File: src/rtl/eqed_inject_ctrl_if.sv
// Request and select-bus signals between a fault-injection sequencer and the
// eqed_inject_ctrl window generator.
interface eqed_inject_ctrl_if #(
    parameter int NUM_FF = 8,
    parameter int IDX_W  = 3,
    parameter int DLY_W  = 16,
    parameter int LEN_W  = 4,
    parameter int CNT_W  = 8
) ();
    logic              cfg_valid;
    logic              cfg_ready;
    logic [IDX_W-1:0]  cfg_ff_idx;
    logic [DLY_W-1:0]  cfg_delay;
    logic [LEN_W-1:0]  cfg_len;
    logic              abort;
    logic [NUM_FF-1:0] eqed_sel;
    logic              inj_active;
    logic              inj_done;
    logic              cfg_err;
    logic [CNT_W-1:0]  inj_count;

    modport master (
        output cfg_valid, cfg_ff_idx, cfg_delay, cfg_len, abort,
        input  cfg_ready, eqed_sel, inj_active, inj_done, cfg_err, inj_count
    );

    modport slave (
        input  cfg_valid, cfg_ff_idx, cfg_delay, cfg_len, abort,
        output cfg_ready, eqed_sel, inj_active, inj_done, cfg_err, inj_count
    );
endinterface

File: src/rtl/eqed_inject_ctrl.sv
// Cycle-controlled EQED injection window generator: one request at a time drives
// a one-hot eqed_sel pulse after a programmable delay, then reports completion.
module eqed_inject_ctrl #(
    parameter int NUM_FF = 8,
    parameter int IDX_W  = 3,
    parameter int DLY_W  = 16,
    parameter int LEN_W  = 4,
    parameter int CNT_W  = 8
) (
    input  logic            clk,
    input  logic            rst,
    eqed_inject_ctrl_if.slave bus
);
    typedef enum logic [1:0] {S_IDLE, S_WAIT, S_INJECT, S_DONE} state_t;

    localparam logic [IDX_W:0] NUM_FF_W = (IDX_W + 1)'(NUM_FF);

    state_t            state_reg, state_next;
    logic [DLY_W-1:0]  dly_reg, dly_next;
    logic [LEN_W-1:0]  len_reg, len_next;
    logic [IDX_W-1:0]  idx_reg, idx_next;
    logic [NUM_FF-1:0] sel_reg, sel_next;
    logic              active_reg, active_next;
    logic              done_reg, done_next;
    logic              err_reg, err_next;
    logic              ready_reg, ready_next;
    logic [CNT_W-1:0]  count_reg, count_next;

    logic [IDX_W-1:0]  dec_idx;
    logic [NUM_FF-1:0] dec_onehot;
    logic              accept;
    logic              idx_bad;

    // A zero-delay request enters INJECT straight from IDLE, before idx_reg is
    // loaded, so the decoder looks at the live request index while idle.
    assign dec_idx = (state_reg == S_IDLE) ? bus.cfg_ff_idx : idx_reg;

    generate
        for (genvar gi = 0; gi < NUM_FF; gi++) begin : g_dec
            assign dec_onehot[gi] = (dec_idx == IDX_W'(gi));
        end
    endgenerate

    assign accept  = bus.cfg_valid && ready_reg;
    assign idx_bad = ({1'b0, bus.cfg_ff_idx} >= NUM_FF_W);

    always_comb begin
        state_next = state_reg;
        dly_next   = dly_reg;
        len_next   = len_reg;
        idx_next   = idx_reg;
        sel_next   = '0;
        done_next  = 1'b0;
        err_next   = 1'b0;
        count_next = count_reg;

        unique case (state_reg)
            S_IDLE: begin
                if (accept) begin
                    if (idx_bad) begin
                        err_next = 1'b1;
                    end else begin
                        idx_next = bus.cfg_ff_idx;
                        len_next = (bus.cfg_len == '0) ? LEN_W'(1) : bus.cfg_len;
                        if (bus.cfg_delay == '0) begin
                            state_next = S_INJECT;
                            sel_next   = dec_onehot;
                        end else begin
                            dly_next   = bus.cfg_delay;
                            state_next = S_WAIT;
                        end
                    end
                end
            end
            S_WAIT: begin
                if (bus.abort) begin
                    state_next = S_IDLE;
                end else if (dly_reg == DLY_W'(1)) begin
                    state_next = S_INJECT;
                    sel_next   = dec_onehot;
                end else begin
                    dly_next = dly_reg - DLY_W'(1);
                end
            end
            S_INJECT: begin
                if (bus.abort) begin
                    state_next = S_IDLE;
                end else if (len_reg == LEN_W'(1)) begin
                    state_next = S_DONE;
                    done_next  = 1'b1;
                    if (count_reg != '1)
                        count_next = count_reg + CNT_W'(1);
                end else begin
                    len_next = len_reg - LEN_W'(1);
                    sel_next = dec_onehot;
                end
            end
            S_DONE: begin
                state_next = S_IDLE;
            end
            default: state_next = S_IDLE;
        endcase

        ready_next  = (state_next == S_IDLE);
        active_next = |sel_next;
    end

    always_ff @(posedge clk) begin
        if (rst) begin
            state_reg  <= S_IDLE;
            dly_reg    <= '0;
            len_reg    <= '0;
            idx_reg    <= '0;
            sel_reg    <= '0;
            active_reg <= 1'b0;
            done_reg   <= 1'b0;
            err_reg    <= 1'b0;
            ready_reg  <= 1'b1;
            count_reg  <= '0;
        end else begin
            state_reg  <= state_next;
            dly_reg    <= dly_next;
            len_reg    <= len_next;
            idx_reg    <= idx_next;
            sel_reg    <= sel_next;
            active_reg <= active_next;
            done_reg   <= done_next;
            err_reg    <= err_next;
            ready_reg  <= ready_next;
            count_reg  <= count_next;
        end
    end

    assign bus.eqed_sel   = sel_reg;
    assign bus.inj_active = active_reg;
    assign bus.inj_done   = done_reg;
    assign bus.cfg_err    = err_reg;
    assign bus.cfg_ready  = ready_reg;
    assign bus.inj_count  = count_reg;
endmodule

File: src/flat_wrapper.sv
// flat-port wrapper written by rule: the top's interface ports become plain ports
module eqed_inject_ctrl_flat 
#(
    parameter int NUM_FF = 8,
    parameter int IDX_W  = 3,
    parameter int DLY_W  = 16,
    parameter int LEN_W  = 4,
    parameter int CNT_W  = 8
)
  (clk, rst, bus_cfg_valid, bus_cfg_ff_idx, bus_cfg_delay, bus_cfg_len, bus_abort, bus_cfg_ready, bus_eqed_sel, bus_inj_active, bus_inj_done, bus_cfg_err, bus_inj_count);
  eqed_inject_ctrl_if #(.NUM_FF(NUM_FF), .IDX_W(IDX_W), .DLY_W(DLY_W), .LEN_W(LEN_W), .CNT_W(CNT_W)) bus_i ();
  input  logic clk;
  input  logic rst;
  input wire logic [$bits(bus_i.cfg_valid)-1:0] bus_cfg_valid;
  input wire logic [$bits(bus_i.cfg_ff_idx)-1:0] bus_cfg_ff_idx;
  input wire logic [$bits(bus_i.cfg_delay)-1:0] bus_cfg_delay;
  input wire logic [$bits(bus_i.cfg_len)-1:0] bus_cfg_len;
  input wire logic [$bits(bus_i.abort)-1:0] bus_abort;
  output wire logic [$bits(bus_i.cfg_ready)-1:0] bus_cfg_ready;
  output wire logic [$bits(bus_i.eqed_sel)-1:0] bus_eqed_sel;
  output wire logic [$bits(bus_i.inj_active)-1:0] bus_inj_active;
  output wire logic [$bits(bus_i.inj_done)-1:0] bus_inj_done;
  output wire logic [$bits(bus_i.cfg_err)-1:0] bus_cfg_err;
  output wire logic [$bits(bus_i.inj_count)-1:0] bus_inj_count;
  assign bus_i.cfg_valid = bus_cfg_valid;
  assign bus_i.cfg_ff_idx = bus_cfg_ff_idx;
  assign bus_i.cfg_delay = bus_cfg_delay;
  assign bus_i.cfg_len = bus_cfg_len;
  assign bus_i.abort = bus_abort;
  assign bus_cfg_ready = bus_i.cfg_ready;
  assign bus_eqed_sel = bus_i.eqed_sel;
  assign bus_inj_active = bus_i.inj_active;
  assign bus_inj_done = bus_i.inj_done;
  assign bus_cfg_err = bus_i.cfg_err;
  assign bus_inj_count = bus_i.inj_count;
  eqed_inject_ctrl #(.NUM_FF(NUM_FF), .IDX_W(IDX_W), .DLY_W(DLY_W), .LEN_W(LEN_W), .CNT_W(CNT_W)) u_core (.clk(clk), .rst(rst), .bus(bus_i));
endmodule
File: config.mk
export PLATFORM = sky130hd
export DESIGN_NAME = eqed_inject_ctrl_flat
export DESIGN_NICKNAME = d
export VERILOG_FILES = /design/src/rtl/eqed_inject_ctrl_if.sv /design/src/rtl/eqed_inject_ctrl.sv /design/src/flat_wrapper.sv
export SDC_FILE = /design/constraint.sdc
export NUM_CORES = 1
export LEC_CHECK = 0
export CAP_MARGIN = 0
export CORE_ASPECT_RATIO = 0.7
export CORE_MARGIN = 2
export CORE_UTILIZATION = 41
export DETAILED_ROUTE_END_ITERATION = 10
export PLACE_DENSITY = 0.65
export SLEW_MARGIN = 20
export SYNTH_ARGS = -nofsm -noshare
export SYNTH_HDL_FRONTEND = slang
export SYNTH_SLANG_ARGS = --single-unit
File: constraint.sdc
create_clock -name clk -period 2.6 [get_ports clk]
set_clock_uncertainty 0.05 [all_clocks]
set_input_delay 0.52 -clock clk [delete_from_list [all_inputs] [get_ports clk]]
set_output_delay 0.52 -clock clk [all_outputs]
set_load 0.01 [all_outputs]
==> flow_metrics.py <==
metrics = {
    "power_and_ir_drop": {
        "power_density_mw_per_mm2": 543,
        "power.ir.vdd_worst_mv": 0.202,
        "p_leak_nw": 1.11,
        "design_power_total_w": 0.00165,
    },
    "setup_path": {
        "timing_worst_setup_path_type": "input pin to flop",
        "worst_path_largest_cell_delay_ps": 440,
        "cp_slowest_cell": "sky130_fd_sc_hd__clkdlybuf4s50_1",
        "data_arrival_time_of_the_worst_path_ps": 2410,
        "critPathMaxFanout": 13,
        "worstSetupStartpointType": "input pin",
        "worst-path-buf-inv": 2,
        "crit_path_end_kind": "flop",
        "regToRegSetupSlack_ps": 460,
        "critPathRequiredTime_ps": 2720,
        "critical_path.top_delay_family": "buffers and inverters",
        "crit_path_cell_trace": "clkdlybuf4s50_1 > nor4_1 > nand4_1 > a21o_2 > buf_4 > a21oi_1 > o21ai_0",
    },
    "sta": {
        "finalMaxSlewViolations": 0,
        "hold_slack_ps": 444,
        "setup_repair_after_global_routing_missed_its_margin": "false",
        "tns_ps": 0,
        "worstMarginPinSlew_ps": 588,
        "final_period_minus_worst_setup_slack_ps": 2290,
        "timing.slew.headroom_pct": 60.8,
        "timing.final.ws_setup_ps": 313,
        "hold_viol_final": 0,
        "setup_viol": 0,
        "layout_worst_path_cycle_share_pct": 88.0,
        "fmaxAchievable_mhz": 437,
    },
    "global_route": {
        "grt_max_degree": 29,
        "grt_most_used_layer": "met2",
        "grtUsageTotal_pct": 19.2,
        "grt.met3_usage_pct": 3.73,
        "first_global_vias": 2115,
        "grt_remaining_overflow": 0,
        "met2_usage_pct": 29.9,
        "gr-usage-met1_pct": 27.7,
        "grt_first_pass_wirelength_um": 10300,
        "grt_antenna_before_repair": 0,
    },
    "cts": {
        "cts_max_path_buffers": 2,
        "tritoncts": "done",
        "postCtsSetupRepairBufs": 0,
        "insertion_delay_ps": 290,
        "cts.sink_count": 44,
        "hold_buffers": 0,
        "clock_transition_at_the_registers_of_the_reported_paths_ps": 90,
        "cts_made_buffers": 5,
        "cts.repair.resized": 0,
        "ctsHtreeMaxLevel": 2,
        "clk_root_buffer_cell": "sky130_fd_sc_hd__clkbuf_8",
    },
    "synthesis": {
        "synth_enable_flop_cells": 0,
        "synthesis.instances": 305,
        "netlist_area_mm2": 0.00246,
        "synth_nets": 337,
        "dominantRegCellSynth": "sky130_fd_sc_hd__dfxtp_1",
        "synth_seq_area_share_pct": 35.8,
        "ys_warn_count": 0,
        "synth_seq_cells": 44,
        "netlist-cell-type-count": 55,
        "avgSynthCellArea_um2": 8.07,
        "synthArstFlopShare_pct": 0,
    },
    "routing": {
        "residual_drc": 0,
        "drt_pass1_iterations": 5,
        "wl_um": 6220,
        "drt.antenna.violating_nets": 0,
        "route.detailed.vias_per_inst": 5.65,
        "detail_route.wl_per_cell_um": 14.6,
        "detail_route.iter0.violations": 189,
        "detailroute.via_count": 2406,
    },
    "die": {
        "num_io_pins": 47,
        "die_height_um": 68.8,
        "placementRows": 23,
        "die_area_mm2": 0.00665,
        "x_dimension_of_the_die_um": 96.6,
        "core_area_mm2": 0.00576,
        "floorplan.initialDensity_pct": 42.8,
    },
    "finish": {
        "final_layout_size_suffix_gt1_share_pct": 8.55,
        "layout.core_utilization_pct": 52.9,
        "area_delta_synth_final_pct": 23.6,
        "nets": 382,
        "diodes": 0,
        "number_of_flip_flops_under_the_largest_register_name": 16,
    },
    "placement": {
        "port-buffer-count": 45,
        "pre_cts_slack_ps": 48.5,
        "dp_hpwl_um": 4560,
        "gp_congestion": 0.853,
    },
    "flow_run": {
        "max-cap-violations": 0,
    },
    "hold_path": {
        "hold_path_class": "flop to flop",
    },
    "status": {
        "outcome": "complete, no violations",
    },
}
## synth_stat cells (2+ instances only)
| cell type | n | area [um2] |
|---|---|---|
| sky130_fd_sc_hd__nand2_1 | 22 | 82.6 |
| sky130_fd_sc_hd__o21ai_1 | 3 | 15.0 |
| sky130_fd_sc_hd__o311ai_0 | 3 | 26.3 |
| sky130_fd_sc_hd__nor2_1 | 41 | 154 |
| sky130_fd_sc_hd__nor4_1 | 5 | 31.3 |
| sky130_fd_sc_hd__clkbuf_1 | 6 | 22.5 |
| sky130_fd_sc_hd__dfxtp_1 | 44 | 881 |
| sky130_fd_sc_hd__nand4_1 | 5 | 31.3 |
| sky130_fd_sc_hd__a32o_1 | 2 | 20.0 |
| sky130_fd_sc_hd__inv_1 | 8 | 30.0 |
| sky130_fd_sc_hd__nor3_1 | 13 | 65.1 |
| sky130_fd_sc_hd__mux2i_1 | 5 | 50.1 |
| sky130_fd_sc_hd__o31ai_1 | 11 | 82.6 |
| sky130_fd_sc_hd__o211ai_1 | 4 | 30.0 |
| sky130_fd_sc_hd__buf_6 | 3 | 33.8 |
| sky130_fd_sc_hd__clkbuf_8 | 5 | 68.8 |
| sky130_fd_sc_hd__nand2b_1 | 2 | 12.5 |
| sky130_fd_sc_hd__nor3b_2 | 2 | 25.0 |
| sky130_fd_sc_hd__o21ai_0 | 24 | 120 |
| sky130_fd_sc_hd__o41ai_1 | 2 | 17.5 |
| sky130_fd_sc_hd__or2_2 | 2 | 12.5 |
| sky130_fd_sc_hd__or3_1 | 3 | 18.8 |
| sky130_fd_sc_hd__o21a_1 | 2 | 15.0 |
| sky130_fd_sc_hd__a21oi_1 | 28 | 140 |
| sky130_fd_sc_hd__xnor2_1 | 5 | 43.8 |
| sky130_fd_sc_hd__a31oi_1 | 2 | 12.5 |
| sky130_fd_sc_hd__ha_1 | 5 | 62.6 |
| sky130_fd_sc_hd__nor3b_1 | 7 | 52.6 |
| sky130_fd_sc_hd__a22oi_1 | 2 | 15.0 |
| sky130_fd_sc_hd__nand3_1 | 14 | 70.1 |
## layout make-up
type                    instances  area (um2)
fillers                       570        2710
multi-input cells             237        1410
flip-flops and latches         44         881
repair buffers                 54         518
well taps                      75        93.8
clock buffers                   6        72.6
clock inverters                 2        35.0
inverters                       8        30.0
## worst reg2reg max path, stage by stage, from the launching register on
cell	delay (ps)
sky130_fd_sc_hd__dfxtp_1	350
sky130_fd_sc_hd__inv_1	110
sky130_fd_sc_hd__ha_1	200
sky130_fd_sc_hd__nor3b_1	420
sky130_fd_sc_hd__nand2_1	290
sky130_fd_sc_hd__o41ai_1	400
sky130_fd_sc_hd__o31ai_1	90
sky130_fd_sc_hd__o21ai_0	160
## stage by stage
| step | std cells | cell area (um2) |
|---|---|---|
| after CTS | 426 | 3040 |
| after global placement | 418 | 2940 |
| after floorplan | 305 | 2460 |
| after global routing | 426 | 3040 |
| final | 426 | 3040 |
| after detailed placement | 418 | 2940 |
## cell families after synthesis
group / count (synthesis) / share of synthesized area [%]
AO/OA/AOI/OAI: 94 / 24.2
XOR/XNOR: 6 / 2.13
adder cells (fa/ha/maj): 5 / 2.54
buffers and inverters: 24 / 6.81
flip-flops: 44 / 35.8
multiplexers: 5 / 2.03
other: 1 / 0.152
AND/OR/NAND/NOR: 126 / 26.4
## power breakdown
part / internal (W) / leakage [nW] / total (W) / switching, W
logic: 0.000164 / 0.694 / 0.000376 / 0.000212
clock network: 0.000285 / 0.0552 / 0.000511 / 0.000226
registers: 0.000714 / 0.359 / 0.000767 / 0.0000529
total: 0.00116 / 1.11 / 0.00165 / 0.000491
## placed cells by master (no fill, tap or decap), drive strengths merged, types with 9 or more instances in the layout
| master | count |
|---|---|
| a21oi | 29 |
| buf | 9 |
| nor2 | 42 |
| nand3 | 14 |
| nor3 | 15 |
| nor3b | 9 |
| o21ai | 27 |
| o31ai | 11 |
| dfxtp | 44 |
| clkdlybuf4s50 | 45 |
| nand2 | 22 |
## worst paths after layout
| path | startpoint | endpoint | depth (start not counted) |
|---|---|---|---|
| worst max-delay path | bus_cfg_delay[0] | u_core.dly_reg[11]$_SDFFE_PP0P_ | 7 |
| worst min-delay path | u_core.dly_reg[6]$_SDFFE_PP0P_ | u_core.dly_reg[6]$_SDFFE_PP0P_ | 2 |
| worst min register to register | u_core.dly_reg[6]$_SDFFE_PP0P_ | u_core.dly_reg[6]$_SDFFE_PP0P_ | 2 |
| worst max register to register | u_core.dly_reg[0]$_SDFFE_PP0P_ | u_core.dly_reg[10]$_SDFFE_PP0P_ | 7 |
## metal layers
layer / vias to the layer above / share of wire, %
met5: - / 0
met4: 0 / 0.43
li1: 1209 / -
met1: 1111 / 51
met3: 2 / 5.9
met2: 84 / 43
(Power assumes the default switching activity.)
